[config.mk]
export PLATFORM = sky130hd
export DESIGN_NAME = uart_tx_engine_flat
export DESIGN_NICKNAME = d
export VERILOG_FILES = /design/src/rtl/uart_tx_engine_if.sv /design/src/rtl/uart_tx_engine.sv /design/src/flat_wrapper.sv
export SDC_FILE = /design/constraint.sdc
export NUM_CORES = 1
export LEC_CHECK = 0
export BUFFER_PORTS_ARGS = -buffer_cell sky130_fd_sc_hd__buf_2
export CELL_PAD_IN_SITES_DETAIL_PLACEMENT = 2
export CELL_PAD_IN_SITES_GLOBAL_PLACEMENT = 2
export CORE_MARGIN = 1
export CORE_UTILIZATION = 32
export DETAILED_ROUTE_END_ITERATION = 6
export MAX_ROUTING_LAYER = met4
export PLACE_DENSITY_LB_ADDON = 0.15
export SLEW_MARGIN = 0
export SYNTH_ARGS = -nofsm -noshare
export SYNTH_HDL_FRONTEND = slang
export SYNTH_SLANG_ARGS = --single-unit
export TNS_END_PERCENT = 10
[constraint.sdc]
create_clock -name i_clk -period 1.61 [get_ports i_clk]
set_input_delay 0.2415 -clock i_clk [delete_from_list [all_inputs] [get_ports i_clk]]
set_output_delay 0.2415 -clock i_clk [all_outputs]
set_load 0.01 [all_outputs]
[src/rtl/uart_tx_engine_if.sv]
// Host-side word handshake for the UART transmit engine.
// The host drives tx_data/tx_valid; the engine returns tx_ready.
interface uart_tx_engine_if #(
    parameter int DATA_BITS = 8
);
    logic [DATA_BITS-1:0] tx_data;
    logic                 tx_valid;
    logic                 tx_ready;

    modport master (output tx_data, output tx_valid, input tx_ready);
    modport slave  (input tx_data, input tx_valid, output tx_ready);
endinterface

[src/rtl/uart_tx_engine.sv]
// UART transmit engine: baud counter, shift register and frame FSM.
// Frame = start, DATA_BITS data LSB-first, optional parity, STOP_BITS stop bits.
module uart_tx_engine #(
    parameter int DATA_BITS  = 8,
    parameter int BAUD_DIV   = 16,
    parameter int PARITY_EN  = 0,
    parameter int PARITY_ODD = 0,
    parameter int STOP_BITS  = 1
) (
    input  logic                i_clk,
    input  logic                i_rst_n,
    uart_tx_engine_if.slave     s_if,
    output logic                o_tx,
    output logic                o_busy,
    output logic                o_done
);
    localparam int BDW = (BAUD_DIV > 2) ? $clog2(BAUD_DIV) : 1;
    localparam int BCW = $clog2(DATA_BITS + 1);

    typedef enum logic [2:0] {IDLE, START, DATA, PARITY, STOP} state_t;

    state_t               r_state, w_state_nxt;
    logic [BDW-1:0]       r_baud, w_baud_nxt;
    logic [BCW-1:0]       r_bit, w_bit_nxt;
    logic [DATA_BITS-1:0] r_shift, w_shift_nxt;
    logic                 r_par, w_par_nxt;
    logic                 r_tx, w_tx_nxt;
    logic                 r_done, w_done_nxt;
    logic                 w_bit_end;

    assign w_bit_end     = (r_baud == BDW'(BAUD_DIV - 1));
    assign s_if.tx_ready = (r_state == IDLE);
    assign o_busy        = (r_state != IDLE);
    assign o_tx          = r_tx;
    assign o_done        = r_done;

    always_ff @(posedge i_clk or negedge i_rst_n) begin
        if (!i_rst_n) begin
            r_state <= IDLE;
            r_baud  <= '0;
            r_bit   <= '0;
            r_shift <= '0;
            r_par   <= 1'b0;
            r_tx    <= 1'b1;
            r_done  <= 1'b0;
        end else begin
            r_state <= w_state_nxt;
            r_baud  <= w_baud_nxt;
            r_bit   <= w_bit_nxt;
            r_shift <= w_shift_nxt;
            r_par   <= w_par_nxt;
            r_tx    <= w_tx_nxt;
            r_done  <= w_done_nxt;
        end
    end

    // tx is computed one cycle ahead so the line comes straight off a flop.
    always_comb begin
        w_state_nxt = r_state;
        w_baud_nxt  = w_bit_end ? '0 : r_baud + BDW'(1);
        w_bit_nxt   = r_bit;
        w_shift_nxt = r_shift;
        w_par_nxt   = r_par;
        w_tx_nxt    = r_tx;
        w_done_nxt  = 1'b0;
        case (r_state)
            IDLE: begin
                w_baud_nxt = '0;
                w_bit_nxt  = '0;
                w_tx_nxt   = 1'b1;
                if (s_if.tx_valid) begin
                    w_state_nxt = START;
                    w_shift_nxt = s_if.tx_data;
                    w_par_nxt   = (^s_if.tx_data) ^ (PARITY_ODD != 0);
                    w_tx_nxt    = 1'b0;
                end
            end
            START: begin
                if (w_bit_end) begin
                    w_state_nxt = DATA;
                    w_tx_nxt    = r_shift[0];
                end
            end
            DATA: begin
                if (w_bit_end) begin
                    if (r_bit == BCW'(DATA_BITS - 1)) begin
                        w_bit_nxt = '0;
                        if (PARITY_EN != 0) begin
                            w_state_nxt = PARITY;
                            w_tx_nxt    = r_par;
                        end else begin
                            w_state_nxt = STOP;
                            w_tx_nxt    = 1'b1;
                        end
                    end else begin
                        w_bit_nxt   = r_bit + BCW'(1);
                        w_shift_nxt = r_shift >> 1;
                        w_tx_nxt    = r_shift[1];
                    end
                end
            end
            PARITY: begin
                if (w_bit_end) begin
                    w_state_nxt = STOP;
                    w_tx_nxt    = 1'b1;
                end
            end
            STOP: begin
                if (w_bit_end) begin
                    if (r_bit == BCW'(STOP_BITS - 1)) begin
                        w_state_nxt = IDLE;
                        w_bit_nxt   = '0;
                        w_done_nxt  = 1'b1;
                    end else begin
                        w_bit_nxt = r_bit + BCW'(1);
                    end
                end
            end
            default: begin
                w_state_nxt = IDLE;
                w_tx_nxt    = 1'b1;
            end
        endcase
    end
endmodule

[src/flat_wrapper.sv]
// flat-port wrapper written by rule: the top's interface ports become plain ports
module uart_tx_engine_flat 
#(
    parameter int DATA_BITS  = 8,
    parameter int BAUD_DIV   = 16,
    parameter int PARITY_EN  = 0,
    parameter int PARITY_ODD = 0,
    parameter int STOP_BITS  = 1
)
  (i_clk, i_rst_n, o_tx, o_busy, o_done, s_if_tx_data, s_if_tx_valid, s_if_tx_ready);
  uart_tx_engine_if #(.DATA_BITS(DATA_BITS)) s_if_i ();
  input  logic i_clk;
  input  logic i_rst_n;
  output logic o_tx;
  output logic o_busy;
  output logic o_done;
  input wire logic [$bits(s_if_i.tx_data)-1:0] s_if_tx_data;
  input wire logic [$bits(s_if_i.tx_valid)-1:0] s_if_tx_valid;
  output wire logic [$bits(s_if_i.tx_ready)-1:0] s_if_tx_ready;
  assign s_if_i.tx_data = s_if_tx_data;
  assign s_if_i.tx_valid = s_if_tx_valid;
  assign s_if_tx_ready = s_if_i.tx_ready;
  uart_tx_engine #(.DATA_BITS(DATA_BITS), .BAUD_DIV(BAUD_DIV), .PARITY_EN(PARITY_EN), .PARITY_ODD(PARITY_ODD), .STOP_BITS(STOP_BITS)) u_core (.i_clk(i_clk), .i_rst_n(i_rst_n), .s_if(s_if_i), .o_tx(o_tx), .o_busy(o_busy), .o_done(o_done));
endmodule
=== Word level (Yosys, flattened, before mapping) ===
Index checks and enable logic that the tools add are counted.

* Register bits after elaboration: 21
* Bits of input ports: 11
* Output and inout bits: 4
* Logic and storage cells: 60

* Add/subtract/negate cells: 2
* Equal/unequal tests: 14
* Mux-type cells: 28
* Bitwise operators: 1
* Reductions and logical operators: 9

{| class="wikitable"
|+ Operators with widths
! kind !! count
|-
| 4-bit 2-to-1 mux || 6
|-
| 8-bit 2-to-1 mux || 3
|-
| 3-bit 2-to-1 mux || 7
|-
| 8-bit case mux with 2 select lines || 1
|-
| 3-bit case mux with 5 select lines || 1
|-
| 2-bit by 1-bit inequality test with 1-bit output, second input constant || 6
|-
| 4-bit case mux with 3 select lines || 1
|-
| 4-bit by 1-bit adder with 4-bit output, second input constant || 2
|-
| 1-bit 2-to-1 mux || 8
|-
| 4-bit AND reduction || 2
|-
| 7-bit AND reduction || 1
|-
| 3-bit by 2-bit == test with 1-bit output, second input constant || 2
|-
| 3-bit nonzero test || 2
|-
| 1-bit case mux with 5 select lines || 1
|-
| 4-bit by 3-bit == test with 1-bit output, second input constant || 1
|-
| 4-bit == test, second input constant || 1
|-
| 4-bit zero test || 1
|-
| 2-bit inequality test, second input constant || 2
|-
| 3-bit by 1-bit == test with 1-bit output, second input constant || 1
|-
| 3-bit == test, second input constant || 1
|-
| 3-bit zero test || 1
|-
| 3-bit AND reduction || 1
|-
| 2-bit nonzero test || 1
|-
| 1-bit NOT || 1
|}

=== Longest topological paths before layout ===
Gate-level depths: netlist (run 1).

* Depth after elaboration: 4
* Gate-level depth with buffers: 7
* Mapped depth without buffers: 6

=== Worst setup path after synthesis (run 1) ===
OpenSTA, ideal clock, no wires.

* Path kind: reg-to-reg
* From: register u_core.r_baud[0]
* To: register u_core.r_shift[0]
* Arrival: 1.363 ns
* Required time: 1.486 ns
* Path slack: 0.123 ns
* Cell stages (with the launch flop): 6
* Path through: dfrtp_1 ha_1 and3_1 a32oi_2 buf_2 o21ai_1

* Cells in the longest elaborated chain, start to end: 3

{| class="wikitable"
|+ RTL lines
! what !! line !! source
|-
| start, declared || uart_tx_engine.sv:23 || <nowiki>logic [BDW-1:0] r_baud, w_baud_nxt;</nowiki>
|-
| start signal, assigned || uart_tx_engine.sv:48 || <nowiki>r_baud <= w_baud_nxt;</nowiki>
|-
| 4-bit == test || uart_tx_engine.sv:31 || <nowiki>assign w_bit_end = (r_baud == BDW'(BAUD_DIV - 1));</nowiki>
|-
| 2-bit by 1-bit inequality test with 1-bit output (no line) || n/a ||
|-
| 4-bit AND reduction (no line) || n/a ||
|-
| end signal, assigned || uart_tx_engine.sv:50 || <nowiki>r_shift <= w_shift_nxt;</nowiki>
|-
| end, declared || uart_tx_engine.sv:25 || <nowiki>logic [DATA_BITS-1:0] r_shift, w_shift_nxt;</nowiki>
|}

No other way between the ends.
A chain may end at the register's enable or synchronous reset.

=== Worst setup path in the final report (run 1) ===
* From: register u_core.r_state[2]
* To: output port o_busy

* Cells in the longest elaborated chain, start to end: 1

{| class="wikitable"
|+ RTL lines
! what !! line !! source
|-
| start, declared || uart_tx_engine.sv:22 || <nowiki>state_t r_state, w_state_nxt;</nowiki>
|-
| start signal, assigned || uart_tx_engine.sv:47 || <nowiki>r_state <= w_state_nxt;</nowiki>
|-
| 3-bit nonzero test || uart_tx_engine.sv:33 || <nowiki>assign o_busy = (r_state != IDLE);</nowiki>
|-
| end, declared || flat_wrapper.sv:15 || <nowiki>output logic o_busy;</nowiki>
|}

No other way between the ends.

==> results of run 1 <==
==> kinds of logic (layout without fill, tap and decap cells) <==
family | after synthesis | count (layout) | synth area share, %
muxes | 8 | 8 | 6.942
DFF | 21 | 21 | 45.66
AOI/OAI and AO/OA | 30 | 30 | 16.70
buffers and inverters | 11 | 45 | 5.314
and+or+nand+nor | 41 | 41 | 20.61
xor gates and xnor gates | 2 | 2 | 1.519
adders and majority gates | 3 | 3 | 3.254
==> per-stage QoR <==
step	setup slack, ns	cell area (um^2)	hold WS (ns)
floorplan	0.1234	1154	-0.05409
global placement	-0.005655	1318	0.2410
detailed placement	-0.08446	1318	0.2454
CTS	-0.01600	1391	0.1699
global route	-0.03828	1469	0.1715
finish	0.02091	1469	0.1722
==> power groups by stage <==
stage	logic, mW	registers, mW	clock network, mW
final	0.0271	0.527	0.256
after global routing	0.0314	0.528	0.301
after CTS	0.0286	0.528	0.272
after detailed placement	0.0267	0.537	0
after global placement	0.0256	0.537	0
after floorplan	0.00115	0.538	0
==> repair_timing <==
action / in CTS / in global routing
resized for setup: 6 / 8
setup buffers: 3 / 7
hold buffers: 1 / 0
pin swaps: 0 / 2
endpoints found under the hold margin: 20 / 0
setup endpoints to repair: 15 / 13
==> critical path: cells and delay by family, from the launching register on <==
family	cells	cell delay [ns]
buffers and inverters	3	0.30
flip-flops	1	0.50
AND/OR/NAND/NOR	1	0.25
==> placed cells by master, fill, tap and decap left out, types with 3 or more instances in the layout <==
cell / instances
buf_2: 13
buf_4: 18
o21ai_0: 3
mux2i_1: 8
buf_6: 3
a21oi_1: 7
nor2_1: 5
nor3b_2: 3
o21ai_1: 9
o211ai_1: 3
clkbuf_4: 3
nand2_1: 16
inv_1: 5
dfrtp_2: 3
dfrtp_1: 17
==> registers in the layout, indices dropped and copies added, names as in the netlist <==
register        cells
u_core.r_state      3
u_core.r_bit        4
u_core.o_tx         1
u_core.r_shift      8
u_core.o_done       1
u_core.r_baud       4
==> routing by layer <==
layer | wire length [um] | vias to the layer above | part of all wire (%)
met4 | 20 | 0 | 0.63
met1 | 1417 | 491 | 45
li1 | - | 475 | -
met3 | 58 | 2 | 1.8
met5 | 0 | - | 0
met2 | 1660 | 11 | 53
==> final cells by class <==
cell class                 count  area (um^2)  area share, %
inverter                       6        22.52          1.533
clock buffer                   4        26.28          1.789
tap                           46        57.56          3.918
multi-input combinational     84        588.1          40.03
sequential                    21        530.5          36.12
timing repair buffer          35        244.0          16.61
==> worst paths after layout <==
| kind | from | end | slack [ns] | depth (start not counted) |
|---|---|---|---|---|
| worst max-delay path | u_core.r_state[2] | o_busy | 0.02 | 4 |
| worst min-delay path | s_if_tx_data[7] | u_core.r_shift[7] | 0.17 | 3 |
| worst max register to register | u_core.r_state[0] | u_core.r_bit[3] | 0.06 | 5 |
| worst min register to register | u_core.r_shift[0] | u_core.r_shift[0] | 0.51 | 2 |
| max in group asynchronous | i_rst_n | u_core.r_state[1] | 0.82 | 2 |
| min in group asynchronous | i_rst_n | u_core.o_done | 0.43 | 2 |
==> impl_results.md, run 1 <==
* Power Dens Cells at 551.6 mW/mm^2
* Final setup violation count at 0
* Gpl congestion at 0.8048
* I/O pin count at 15
* CTS sink cnt at 21
* CTS tree: done
* Crit path DAT at 1.35 ns
* Largest area contributor in the netlist: dfrtp_1
* Clk pwr share at 31.6%
* Worst Skew at 0.005232 ns
* CTS H-tree lvls at 1
* Clk_lat worst skew at 0.30 ns
* Core Rows at 21
* Largest net degree at the start of global routing at 22
* Asr flop ratio synth at 100.0%
* NumNets Final at 165
* DRC errors left at 0
* Yosys top cell area share at 43.38%
* Gate power share at 3.3%
* Tot Pwr at 0.8103 mW
* Clock Tree Root: clkbuf_4
* Critical path's slowest cell: dfrtp_2
* Lkg Pwr at 0.7173 nW
* DR vias at 979
* Pre-antenna DRT Iters at 4
* CP startpoint kind: flop
* Max stage delay on crit path at 0.50 ns
* Detailed Route WL at 3156 um
* Internal Power at 0.6346 mW
* Die Height at 62.04 um
* Vias in the first global route at 1061
* Antenna diode count at 0
* Sw Share at 21.68%
* Final std cells w/o fill at 196
* Share of post-route cells with drive strength above 1 at 35.33%
* Via density per instance at 4.995
* Clk slew on worst S/H paths at 0.12 ns
* CTS buffer count at 3
* Met1 usage at 23.59%
* Worst-margin pin slew at 0.5015 ns
* Count of cell types in the netlist at 38
* Global route total overflow at 0
* Seq/Total Area, Yosys at 45.66%
* Final Cycle Share at 98.70%
* 1st-iter DRT viols at 22
* YS warnings at 0
* CP most frequent cell: buf_6
* Setup TNS at 0 ns
* Most frequent cells after synthesis: 20 x dfrtp_1, 16 x nand2_1, 8 x mux2i_1, 8 x o21ai_1, 7 x a21oi_1
* Unrepaired setup endpoints after global routing: yes
* Yosys reg bits at 21
* Per-cell routed wire length at 16.10 um
* Starting Density at 34.03%
* Core ar. at 0.003390 mm^2
* Crit. End Element: output pin
* CP cell instances: nor3_4 > buf_6 > inv_2 > buf_6
* Area delta synth->final at 27.33%
* Post-synth EDFFs at 0
* Ys flop type: dfrtp_1
* Max Cap Viol at 0
* Detail Placement HPWL at 2265 um
* Sequential Power Share at 65.1%
* Max frequency at 0.6293 GHz
* DIE AREA at 0.003849 mm^2
* Status: finished clean
* Tmin final at 1.589 ns
* Syn avg cell area at 9.945 um^2
* Die X-Extent at 62.04 um
* Max-slew violation count at 0
* Port buffer count at 14
* Net Sw Power at 0.1757 mW
* Post-Syn Nets at 130
* Antenna violations before repair at 0
* Top post-synthesis cells by area: dfrtp_1 43%, mux2i_1 6.9%, nand2_1 5.2%
* Slew headroom at 66.57%
* Most common cell in the netlist: dfrtp_1
* Met2 Resource Use GR at 32.37%
* Hold crit path type: in -> reg
* Post-Syn Area at 0.001154 mm^2
* Placed Cells incl. Taps at 181
* Worst vdd ir at 406.7 uV
* Final Util at 43.34%
* CTS Buffer Depth at 2
* Final hold vios at 0
* Detail Route Antenna Nets at 0
* Critical path class: reg -> out
* Data required, critical path at 1.37 ns
* Filler cell count in the final layout at 376
* GR met3 Demand/Resource at 1.863%
* Worst-path fanout max at 8
* Most Crowded Layer GR: met2
* First-pass GRT wire length at 5057 um
* GRT Util Overall at 18.83%
* Mapped Cells at 116
Note: power is estimated with default switching activity, not from simulation.
==> run 2: changes to the inputs <==
--- a/config.mk
+++ b/config.mk
@@ -15,2 +15,3 @@
 export PLACE_DENSITY_LB_ADDON = 0.15
+export SETUP_SLACK_MARGIN = 0.5
 export SLEW_MARGIN = 0
--- a/constraint.sdc
+++ b/constraint.sdc
@@ -3,2 +3,2 @@
 set_output_delay 0.2415 -clock i_clk [all_outputs]
-set_load 0.01 [all_outputs]
+set_load 0.005 [all_outputs]
==> impl_results.md, run 2 (synthesis results as in run 1) <==
* Max frequency at 0.6281 GHz
* 1st-iter DRT viols at 11
* Clk_lat worst skew at 0.31 ns
* Pre-antenna DRT Iters at 4
* Max reg flops at 8
* Biggest register: u_core.r_shift
* Share of post-route cells with drive strength above 1 at 39.33%
* Final Instance Area at 0.001550 mm^2
* Final hold vios at 0
* Detailed Route WL at 3371 um
* I/O pin count at 15
* Critical path's slowest cell: dfrtp_1
* Crit. End Element: flop
* Largest regs: u_core.r_shift (8), u_core.r_baud (4), u_core.r_bit (4)
* CTS tree: done
* Worst hold margin at 0.1932 ns
* Commonest non-fill, non-tap cell in the layout: dfrtp_1
* Core Rows at 21
* DR vias at 1015
* Worst Skew at 0.007397 ns
* CP startpoint kind: flop
* Final std cells w/o fill at 196
* CTS H-tree lvls at 1
* GRT Util Overall at 18.73%
* CTS sink cnt at 21
* Final setup violation count at 0
* Final Util at 45.74%
* First-pass GRT wire length at 4988 um
* NumNets Final at 165
* Setup slack after layout at 0.01790 ns
* Gpl congestion at 0.7607
* Starting Density at 34.03%
* Die Height at 62.04 um
* Tmin final at 1.592 ns
* Clock Tree Root: clkbuf_4
* Area delta synth->final at 34.38%
* Via density per instance at 5.179
* Die X-Extent at 62.04 um
* Lkg Pwr at 0.7273 nW
* Post-placement setup slack at -0.02411 ns
* Worst vdd ir at 275.8 uV
* Vias in the first global route at 1036
* Detail Placement HPWL at 2220 um
* Antenna diode count at 0
* Final Cycle Share at 98.89%
* Max stage delay on crit path at 0.42 ns
* CTS buffer count at 3
* Status: finished clean
* Antenna violations before repair at 0
* DIE AREA at 0.003849 mm^2
* Clk slew on worst S/H paths at 0.13 ns
* Commonest cells after routing, fill and taps aside: 17 x dfrtp_1, 14 x nand2_1, 13 x buf_2, 13 x buf_4, 9 x o21ai_1
* CTS Buffer Depth at 2
* Critical path class: reg -> reg
* Per-cell routed wire length at 17.20 um
* Hold crit path type: in -> reg
* Unrepaired setup endpoints after global routing: yes
* Placed Cells incl. Taps at 181
* Dpl cell area at 0.001344 mm^2
* Detail Route Antenna Nets at 0
* Tot Pwr at 0.8277 mW
* Crit path DAT at 1.85 ns
* Worst-margin pin slew at 0.5069 ns
* Global route total overflow at 0
* Setup TNS at 0 ns
* Largest net degree at the start of global routing at 22
* Filler cell count in the final layout at 359
* Max Cap Viol at 0
* Slew headroom at 66.21%
* Core ar. at 0.003390 mm^2
* Data required, critical path at 1.86 ns
* Max-slew violation count at 0
* DRC errors left at 0
* Worst-path fanout max at 4
* CP cell instances: inv_1 > ha_2 > nor3b_1 > buf_4 > o31a_1 > nor4b_2 > a21o_1
* Port buffer count at 14
* Power Dens Cells at 533.9 mW/mm^2
-- run 2: final cells by class --
| type | count | area (um^2) | area share (%) |
|---|---|---|---|
| multi-input combinational | 84 | 650.6 | 41.97 |
| sequential | 21 | 530.5 | 34.22 |
| timing repair buffer | 35 | 262.8 | 16.95 |
| tap | 46 | 57.56 | 3.713 |
| clock buffer | 4 | 26.28 | 1.695 |
| inverter | 6 | 22.52 | 1.453 |
-- run 2: what timing repair did --
item                                    CTS  global route
cloned                                    0             0
pin swaps                                 1             8
hold endpoints to repair                 20             0
endpoints found under the setup margin   24            24
resized for setup                         6            19
hold buffers                              1             0
setup buffers                             5             5
-- run 2: final timing paths --
path                       slack [ns]               from  cells after the start                end
min in group asynchronous        0.42            i_rst_n                      2  u_core.r_shift[1]
max in group asynchronous        0.82            i_rst_n                      2  u_core.r_state[1]
max                              0.02    u_core.r_bit[0]                      7    u_core.r_bit[2]
min                              0.19    s_if_tx_data[7]                      3  u_core.r_shift[7]
min reg2reg                      0.50  u_core.r_shift[3]                      2  u_core.r_shift[3]
max reg2reg                      0.02    u_core.r_bit[0]                      7    u_core.r_bit[2]
-- run 2: per-layer routing --
metal  GRT usage, %  share of wire [%]  vias up
met5              -                  0        -
met4          4.762                1.8        0
met3          1.863                2.0        6
met2          33.13                 56       16
met1          22.68                 40      512
li1               -                  -      481
-- run 2: worst max-delay path, delay by kind of cell, from the launching register on --
| family | cells | cell delay [ns] |
|---|---|---|
| fa+ha+maj | 1 | 0.17 |
| buf+inv | 2 | 0.20 |
| simple gates | 2 | 0.38 |
| compound gates | 2 | 0.36 |
| flops | 1 | 0.42 |
-- run 2: where the power goes --
part / total (mW) / internal [mW] / switching, mW
Sequential: 0.527 / 0.527 / 0
Clock: 0.272 / 0.0967 / 0.176
Combinational: 0.0280 / 0.0110 / 0.0170
Total: 0.828 / 0.635 / 0.193
